## src/rtl/ped_crossing_unit.sv

```systemverilog
// Pedestrian endpoint of the traffic-light controller: debounces the crosswalk button,
// holds the request until acknowledged, drives the lamps/countdown and flags controller faults.
module ped_crossing_unit #(
    parameter int DEBOUNCE_CYCLES = 4,
    parameter int FLASH_TICKS     = 6,
    parameter int MAX_WAIT_CYCLES = 2
) (
    input  logic                               clk,
    input  logic                               resetN,
    input  logic                               tick,
    input  logic                               buttonRaw,
    input  logic                               pedOn,
    input  logic                               pedLight,
    input  logic                               newCycle,
    input  logic                               SG,
    output logic                               pedButton,
    output logic                               waitLamp,
    output logic                               walkLamp,
    output logic                               dontWalkLamp,
    output logic [$clog2(FLASH_TICKS+1)-1:0]   countdown,
    output logic                               fault
);

    localparam int DB_W = $clog2(DEBOUNCE_CYCLES);
    localparam int CD_W = $clog2(FLASH_TICKS + 1);
    localparam int WC_W = $clog2(MAX_WAIT_CYCLES + 1);

    typedef enum logic [2:0] {IDLE, REQUEST, ACCEPTED, WALK, CLEAR} state_t;

    logic            sync1_q, sync2_q;
    logic            deb_q, deb_d, deb_prev_q;
    logic [DB_W-1:0] deb_cnt_q, deb_cnt_d;
    logic            new_cycle_prev_q;
    logic            press_evt, nc_rise;

    state_t          state_q, state_d;
    logic            pending_q, pending_d;
    logic [WC_W-1:0] wait_cnt_q, wait_cnt_d;
    logic [CD_W-1:0] countdown_q, countdown_d;
    logic            ped_button_q, ped_button_d;
    logic            wait_lamp_q, wait_lamp_d;
    logic            walk_lamp_q, walk_lamp_d;
    logic            dont_walk_q, dont_walk_d;
    logic            fault_q, fault_d;

    // NOTE: every flop is written with <= so all registers sample pre-edge values together.
    always_ff @(posedge clk or negedge resetN) begin
        if (!resetN) begin
            sync1_q          <= 1'b0;
            sync2_q          <= 1'b0;
            deb_q            <= 1'b0;
            deb_prev_q       <= 1'b0;
            deb_cnt_q        <= '0;
            new_cycle_prev_q <= 1'b0;
        end else begin
            sync1_q          <= buttonRaw;
            sync2_q          <= sync1_q;
            deb_q            <= deb_d;
            deb_prev_q       <= deb_q;
            deb_cnt_q        <= deb_cnt_d;
            new_cycle_prev_q <= newCycle;
        end
    end

    // NOTE: defaults first so no path through always_comb leaves a signal unassigned (no latches).
    always_comb begin
        deb_d     = deb_q;
        deb_cnt_d = '0;
        if (sync2_q != deb_q) begin
            if (deb_cnt_q == DB_W'(DEBOUNCE_CYCLES - 1)) deb_d = sync2_q;
            else                                         deb_cnt_d = deb_cnt_q + DB_W'(1);
        end
    end

    assign press_evt = deb_q & ~deb_prev_q;
    assign nc_rise   = newCycle & ~new_cycle_prev_q;

    always_comb begin
        state_d     = state_q;
        pending_d   = pending_q;
        wait_cnt_d  = wait_cnt_q;
        countdown_d = countdown_q;
        dont_walk_d = dont_walk_q;
        fault_d     = fault_q;

        case (state_q)
            IDLE:     if (press_evt) state_d = REQUEST;
            REQUEST: begin
                if (pedLight)   state_d = WALK;
                else if (pedOn) state_d = ACCEPTED;
            end
            ACCEPTED: if (pedLight) state_d = WALK;
            WALK: begin
                if (!pedLight) begin
                    state_d     = CLEAR;
                    countdown_d = CD_W'(FLASH_TICKS);
                    dont_walk_d = 1'b1;
                end
            end
            CLEAR: begin
                if (press_evt) pending_d = 1'b1;
                if (tick) begin
                    if (countdown_q == CD_W'(1)) begin
                        countdown_d = '0;
                        dont_walk_d = 1'b1;
                        state_d     = (pending_q || press_evt) ? REQUEST : IDLE;
                        pending_d   = 1'b0;
                    end else begin
                        countdown_d = countdown_q - CD_W'(1);
                        dont_walk_d = ~dont_walk_q;
                    end
                end
            end
            default: state_d = IDLE;
        endcase

        // Starvation watch saturates at the limit; the request keeps waiting afterwards.
        if ((state_q == REQUEST || state_q == ACCEPTED) && nc_rise &&
            wait_cnt_q != WC_W'(MAX_WAIT_CYCLES)) begin
            wait_cnt_d = wait_cnt_q + WC_W'(1);
            if (wait_cnt_q == WC_W'(MAX_WAIT_CYCLES - 1)) fault_d = 1'b1;
        end
        if (state_d == REQUEST && state_q != REQUEST) wait_cnt_d = '0;

        if (pedLight && (state_q == IDLE || SG)) fault_d = 1'b1;

        if (state_d == WALK)       dont_walk_d = 1'b0;
        else if (state_d != CLEAR) dont_walk_d = 1'b1;

        ped_button_d = (state_d == REQUEST);
        wait_lamp_d  = (state_d == REQUEST) || (state_d == ACCEPTED);
        walk_lamp_d  = (state_d == WALK);
    end

    always_ff @(posedge clk or negedge resetN) begin
        if (!resetN) begin
            state_q      <= IDLE;
            pending_q    <= 1'b0;
            wait_cnt_q   <= '0;
            countdown_q  <= '0;
            ped_button_q <= 1'b0;
            wait_lamp_q  <= 1'b0;
            walk_lamp_q  <= 1'b0;
            dont_walk_q  <= 1'b1;
            fault_q      <= 1'b0;
        end else begin
            state_q      <= state_d;
            pending_q    <= pending_d;
            wait_cnt_q   <= wait_cnt_d;
            countdown_q  <= countdown_d;
            ped_button_q <= ped_button_d;
            wait_lamp_q  <= wait_lamp_d;
            walk_lamp_q  <= walk_lamp_d;
            dont_walk_q  <= dont_walk_d;
            fault_q      <= fault_d;
        end
    end

    assign pedButton    = ped_button_q;
    assign waitLamp     = wait_lamp_q;
    assign walkLamp     = walk_lamp_q;
    assign dontWalkLamp = dont_walk_q;
    assign countdown    = countdown_q;
    assign fault        = fault_q;

endmodule

```

## config.mk

```make
export PLATFORM = sky130hd
export DESIGN_NAME = ped_crossing_unit
export DESIGN_NICKNAME = d
export VERILOG_FILES = /design/src/rtl/ped_crossing_unit.sv
export SDC_FILE = /design/constraint.sdc
export NUM_CORES = 1
export LEC_CHECK = 0
export ABC_AREA = 0
export CAP_MARGIN = 25
export CORE_MARGIN = 4
export CORE_UTILIZATION = 51
export CTS_BUF_LIST = sky130_fd_sc_hd__clkbuf_16
export CTS_CLUSTER_DIAMETER = 120
export CTS_CLUSTER_SIZE = 10
export DETAILED_ROUTE_END_ITERATION = 10
export PLACE_DENSITY = 0.75
export RECOVER_POWER = 25
export SLEW_MARGIN = 25
export SYNTH_ARGS = -nofsm -noshare
export SYNTH_HDL_FRONTEND = slang
export SYNTH_SLANG_ARGS = --single-unit
```

## constraint.sdc

```tcl
create_clock -name clk -period 1.99 [get_ports clk]
set_input_delay 0.199 -clock clk [delete_from_list [all_inputs] [get_ports clk]]
set_output_delay 0.199 -clock clk [all_outputs]
set_load 0.005 [all_outputs]
```

**After elaboration in Yosys (flattened, before gate mapping)**

Index checks and enable logic that the tools add are counted.

- Add/sub/neg operators: 3
- $mul: 0
- Div/mod/pow operators: 0
- Order comparisons: 0
- Equality and inequality tests: 18
- Shift operators: 0
- Muxes and demuxes: 29
- Bitwise operators: 5
- Reduce and logical (&&, ||, !) cells: 18

Operators with widths:

| kind | number |
|---|---|
| 3-bit two-way mux | 10 |
| 3-bit case mux with 5 select lines | 1 |
| 3-bit by 2-bit equality test with 1-bit output, second input constant | 4 |
| 1-bit two-way mux | 12 |
| 3-bit by 1-bit equality test with 1-bit output, second input constant | 3 |
| 2-bit two-way mux | 4 |
| 4-bit inequality test, second input constant | 2 |
| 2-bit nonzero test | 4 |
| 2-bit inequality test, second input constant | 3 |
| 3-bit case mux with 2 select lines | 1 |
| 3-bit AND reduction | 2 |
| 2-bit by 1-bit adder with 2-bit output, second input constant | 2 |
| 1-bit logical AND | 4 |
| 1-bit logical OR | 4 |
| 2-bit AND reduction | 2 |
| 4-bit nonzero test | 1 |
| 3-bit equality test, second input constant | 1 |
| 3-bit logical NOT | 1 |
| 3-bit by 1-bit inequality test with 1-bit output, second input constant | 1 |
| 3-bit inequality test, second input constant | 1 |
| 1-bit NOT | 3 |
| 3-bit by 1-bit subtractor with 3-bit output, second input constant | 1 |
| 1-bit bitwise AND | 2 |
| 2-bit by 1-bit equality test with 1-bit output, second input constant | 1 |
| other kinds (3) | 3 |

- Register bits after elaboration: 21
- Latch bits: 0
- Bits in writable memories: 0
- ROM bits: 0
- Input port bits: 8
- Word-level logic and storage cells: 88
- Memories kept: 0

**Longest topological paths before layout**

- Depth in word-level cells: 10
- Mapped depth: 7

**Worst setup path after synthesis**

Ideal clock, no wire load.

- Path type: flip-flop to flip-flop
- From: register state_q[1]
- To: register wait_cnt_q[0]
- Library setup time: 127 ps
- Arrival time: 1487 ps
- Path slack: 377 ps
- Stages on the path, launching flop included: 7
- Path buffers: 1
- Clock period less this slack: 1613 ps
- Cells stage by stage: dfrtp_1 -> buf_4 -> or4b_1 -> and2_1 -> o221a_2 -> inv_2 -> a31oi_1

- Elaborated cells on any way between the ends: 21
- Those cells by class: eq/ne: 6; mux: 9; reduce/logical: 6

RTL lines:

| what | RTL line | RTL |
|---|---|---|
| start: declaration | 36 | `state_t state_q, state_d;` |
| start signal: assignment | 147 | `state_q <= state_d;` |
| 3-bit equality test, or another cell as far along | 86 | `case (state_q)` |
| 3-bit case mux with 5 select lines * | 86 |  |
| via state_d[0] | 36 |  |
| 3-bit by 1-bit equality test with 1-bit output * | 123 | `if (state_d == REQUEST && state_q != REQUEST) wait_cnt_d = '0;` |
| 1-bit logical AND * | 123 |  |
| 2-bit two-way mux or 2-bit nonzero test (tied branches) | -- |  |
| end signal: assignment | 149 | `wait_cnt_q <= wait_cnt_d;` |
| end: declaration | 38 | `logic [WC_W-1:0] wait_cnt_q, wait_cnt_d;` |

The timed path passes the listed nets; every way through them passes the cells marked *.
A chain may end at the register's enable or synchronous reset.

**Final worst setup path**

- From: register state_q[0]
- To: register wait_cnt_q[0]

- Cells in the longest elaborated chain, start to end: 6
- Elaborated cells on any way between the ends: 21
- Those cells by class: eq/ne: 6; mux: 9; reduce/logical: 6

Ends and longest elaborated chain:

| what | RTL line |
|---|---|
| 3-bit two-way mux (on tied branches) | 103, 90 |
| 3-bit two-way mux (on tied branches) | 102, 89 |
| 3-bit case mux with 5 select lines * | 86 |
| via state_d[0] | 36 |
| 3-bit by 1-bit equality test with 1-bit output * | 123 |
| 1-bit logical AND * | 123 |
| 2-bit two-way mux or 2-bit nonzero test (tied branches) | -- |

Marked as above.

==> metrics list <==
- For hold timing, the worst endpoint is sync2_q$_DFF_PN0_.
- Summed over all cells, the static leakage comes to 0.5623 nW.
* Layout Nets: 119
- Worst EP required: 2.12 ns
* Hold Startpoint: sync1_q$_DFF_PN0_
* Final weighted congestion in routability-driven placement: 0.7986
- Dpl cell area: 0.001176 mm2
- Mapped Nets: 98
- Summing every instance area after synthesis gives 987.2 um2.
- In this run the core area contains 15 standard-cell rows.
* Resize count post-CTS: 0
- Setup total negative slack on the finished layout was measured at 0 ns.
- Effective utilization at floorplan: 55.37%
- Category of the most critical setup path: reg2reg
- In this run the number of H-tree levels came out at 1.
* Sequential area share after synthesis: 53.36%
- Entering global routing, the biggest net connects 22 pins.
* R2R setup slack: 0.27 ns
- The number of clock buffers added by TritonCTS is 3.
- Count of synthesis-stage warnings from yosys: 0
- The path class of the tightest hold or removal check is reg2reg.
* Maximum vdd ir drop: 0.8046 mV
- In the routed layout, each cell is associated on average with a via count of 5.246.
* Synth-to-Final Area Change: 26.74%
- GRT Residual Overflow: 0
* Final clock period utilization by the worst path: 86.24%
- In this run the standard cell core region covers 0.001783 mm2.
- Number of global-route vias before repair: 715
* Endpoint kind of the worst setup timing path: flop
- Worst slew margin: 28.72%
- A synthesized cell averages 11.61 um2.
* Clock insertion delay at the later pin of the skew report: 0.25 ns
- Power spread over the standard cell area amounts to 1390 mW/mm2.
- After the first detailed-routing iteration, the DRC count stood at 9.
* Maximum clock skew at final layout: 0.002328 ns
- Setup violation total in the final timing report: 0
- Cell count of the worst hold path: 0
- In this run the horizontal extent of the chip is 52.00 um.
- Nature of the critical path startpoint: flop
- Routed wire length per instance: 13.25 um
- Of the total power, registers draw 40.3%.
- Post-CTS setup buffer count: 0
* Number of buffers inserted by port buffering: 15
- Clock tree from TritonCTS: built
- Post-Synthesis Cells: 85
* Layout cells sized above 1: 17.14%
- Post-route DRC violation count: 0
- In this run the critical register-to-register path is captured at wait_cnt_q[0]$_DFFE_PN0P_.
* R2r worst-path depth: 5
- Clock network fraction of design power: 23.2%
* Aggregate routed wire length: 1.722 mm
- The finished cells cover 0.001251 mm2.
- Across the whole layout, storage elements account for 526.8 um2.
- Once detail routing completed, the nets flagged for antenna violations numbered 0.
* Global-route wire length before repair: 3.194 mm
- Die extent in y: 52.00 um
- After clock tree synthesis, the clock-pin slew on the worst setup and hold paths is 0.05 ns.
* Leading cell types in the layout, fill and taps excluded: dfrtp_1 (20), clkdlybuf4s50_1 (12), nand2_1 (10)
- After legalization and detailed placement, the total HPWL measured 1.233 mm.
* Antenna diode count: 0
- I/O pin cnt: 16
* Switching power total: 0.5504 mW
* Actual slew at the worst max-slew pin: 1.069 ns
* Clock tree root buffer cell: clkbuf_16
- The clock net in this run drives a total of 21 sinks.
- The first TritonRoute pass finished after 4 iterations.
* Antenna violations before repair: 0
- Maximum clock path buffer count: 2
- Most common library cell in the layout ignoring fill and taps: dfrtp_1
- Static timing analysis puts the maximum clock frequency at 0.5827 GHz.
* Switching Fraction: 31.65%
- In this run, post-CTS hold repair placed 0 buffers.
- Total number of vias: 682
- Unrepaired setup endpoints after global routing: no
* Relative contribution of combinational cells to total power: 36.6%
- The run finished with clean final reports.
- Number of synthesized register bits: 21
- Max Transition Viols Final: 0
* Distinct cells, synth: 34
- In the global route stage, overall resource usage came out at 16.22%.
- Counting the fill cells in the layout gives 121.
- In the final layout, the multi-input gates occupy 430.4 um2.
- Of all nets on the critical path, the largest fanout is 8.
* Arrival time of data at the critical path endpoint: 1.84 ns
- The final hold violation count came to 0.
* Worst flop-to-flop path startpoint: state_q[0]$_DFF_PN0_
- Maximum capacitance violations: 0
- The internal portion of the total power is 1.189 mW.
- The floorplan step defined a die boundary enclosing 0.002703 mm2.
- Time the worst path needs with I/O delays and setup: 1.716 ns
-- area by class of cell --
type,instances,share of cell area (%)
clock buffer,3,6.000
clock inverter,1,0.3000
sequential,21,42.10
multi-input combinational,57,34.40
tap,25,2.500
inverter,6,1.800
timing repair buffer,17,12.90
-- Yosys cell counts --
library cell  number  area, um2
xnor2_1            2      17.52
or2b_2             1      8.760
or4b_1             1      10.01
buf_4              1      7.510
and2b_2            3      26.28
mux2_2             2      22.52
or3b_4             1      11.26
o2111ai_2          1      15.01
nor2b_1            1      6.260
dfrtp_1           20      500.5
nor4b_1            1      8.760
mux2i_1            1      10.01
inv_1              5      18.77
o211a_1            1      10.01
nor3b_2            1      12.51
o31ai_1            1      7.510
nor3_1             2      10.01
nand3b_1           1      7.510
xor2_1             1      8.760
nor2_1             2      7.510
inv_2              1      3.750
and2_1             1      6.260
o21ai_0            4      20.02
ha_1               5      62.56
nand2_1           10      37.54
nand3_1            2      10.01
a31oi_1            4      25.02
a21o_1             1      7.510
dfstp_2            1      26.28
and2b_1            1      7.510
a221oi_2           1      15.01
o221a_2            1      11.26
a21oi_1            3      15.01
or4bb_2            1      12.51
-- per-layer routing --
metal  routed length [um]  GRT usage [%]  vias to the layer above  share of wire [%]
met5                    0              0                        -                  0
met3                   66          3.438                        2                3.8
met2                  849          26.15                       14                 49
li1                     -              -                      339                  -
met1                  788          20.11                      327                 46
met4                   17          8.734                        0               0.99
-- critical path: stages (launching register included) --
cell	delay (ns)
dfrtp_1	0.45
or4b_1	0.56
and2_1	0.17
o221a_2	0.27
inv_2	0.07
a31oi_1	0.07
-- how the worst max path moves through the flow --
stage                     slack (ns)  cells after the start            startpoint                         to
final                           0.27                      5  state_q[0]$_DFF_PN0_  wait_cnt_q[0]$_DFFE_PN0P_
after global routing            0.16                      4  state_q[0]$_DFF_PN0_         waitLamp$_DFF_PN0_
after CTS                       0.27                      5  state_q[0]$_DFF_PN0_  wait_cnt_q[1]$_DFFE_PN0P_
after detailed placement        0.23                      5              pedLight         waitLamp$_DFF_PN0_
after global placement          0.28                      5              pedLight         waitLamp$_DFF_PN0_
after floorplan                 0.38                      6  state_q[1]$_DFF_PN0_  wait_cnt_q[0]$_DFFE_PN0P_
-- registers in the layout, summed over array words and instances, names as in the netlist --
name,cells
pending_q,1
waitLamp,1
pedButton,1
deb_prev_q,1
new_cycle_prev_q,1
sync1_q,1
wait_cnt_q,2
countdown,3
fault,1
deb_q,1
deb_cnt_q,2
sync2_q,1
walkLamp,1
dontWalkLamp,1
state_q,3
-- kinds of logic (layout without fill, tap and decap cells) --
group,Yosys count,count (layout),share of synthesized area [%]
xor gates and xnor gates,3,3,2.662
AOI/OAI and AO/OA,17,17,12.80
and+or+nand+nor,29,29,18.51
DFF,21,21,53.36
muxes,3,3,3.295
adders and majority gates,5,5,6.337
buffers and inverters,7,27,3.042
-- through the flow --
| stage | power [mW] | utilization (%) | hold slack [ns] | setup slack [ns] | instances |
|---|---|---|---|---|---|
| after global placement | 1.313 | 65.96 | 0.3342 | 0.2796 | 126 |
| after floorplan | 1.118 | - | -0.09659 | 0.3767 | 85 |
| after detailed placement | 1.340 | 65.96 | 0.3381 | 0.2297 | 126 |
| after CTS | 1.758 | 70.39 | 0.3075 | 0.2695 | 130 |
| after global routing | 1.884 | 70.18 | 0.3575 | 0.1650 | 130 |
| final | 1.739 | 70.18 | 0.3478 | 0.2738 | 130 |
-- power by group through the flow --
stage	Combinational (mW)	Sequential [mW]	Clock [mW]
floorplan	0.448	0.670	0
global placement	0.614	0.699	0
detailed placement	0.636	0.704	0
CTS	0.647	0.700	0.411
global route	0.723	0.728	0.433
finish	0.636	0.700	0.403
(Power assumes the default switching activity.)
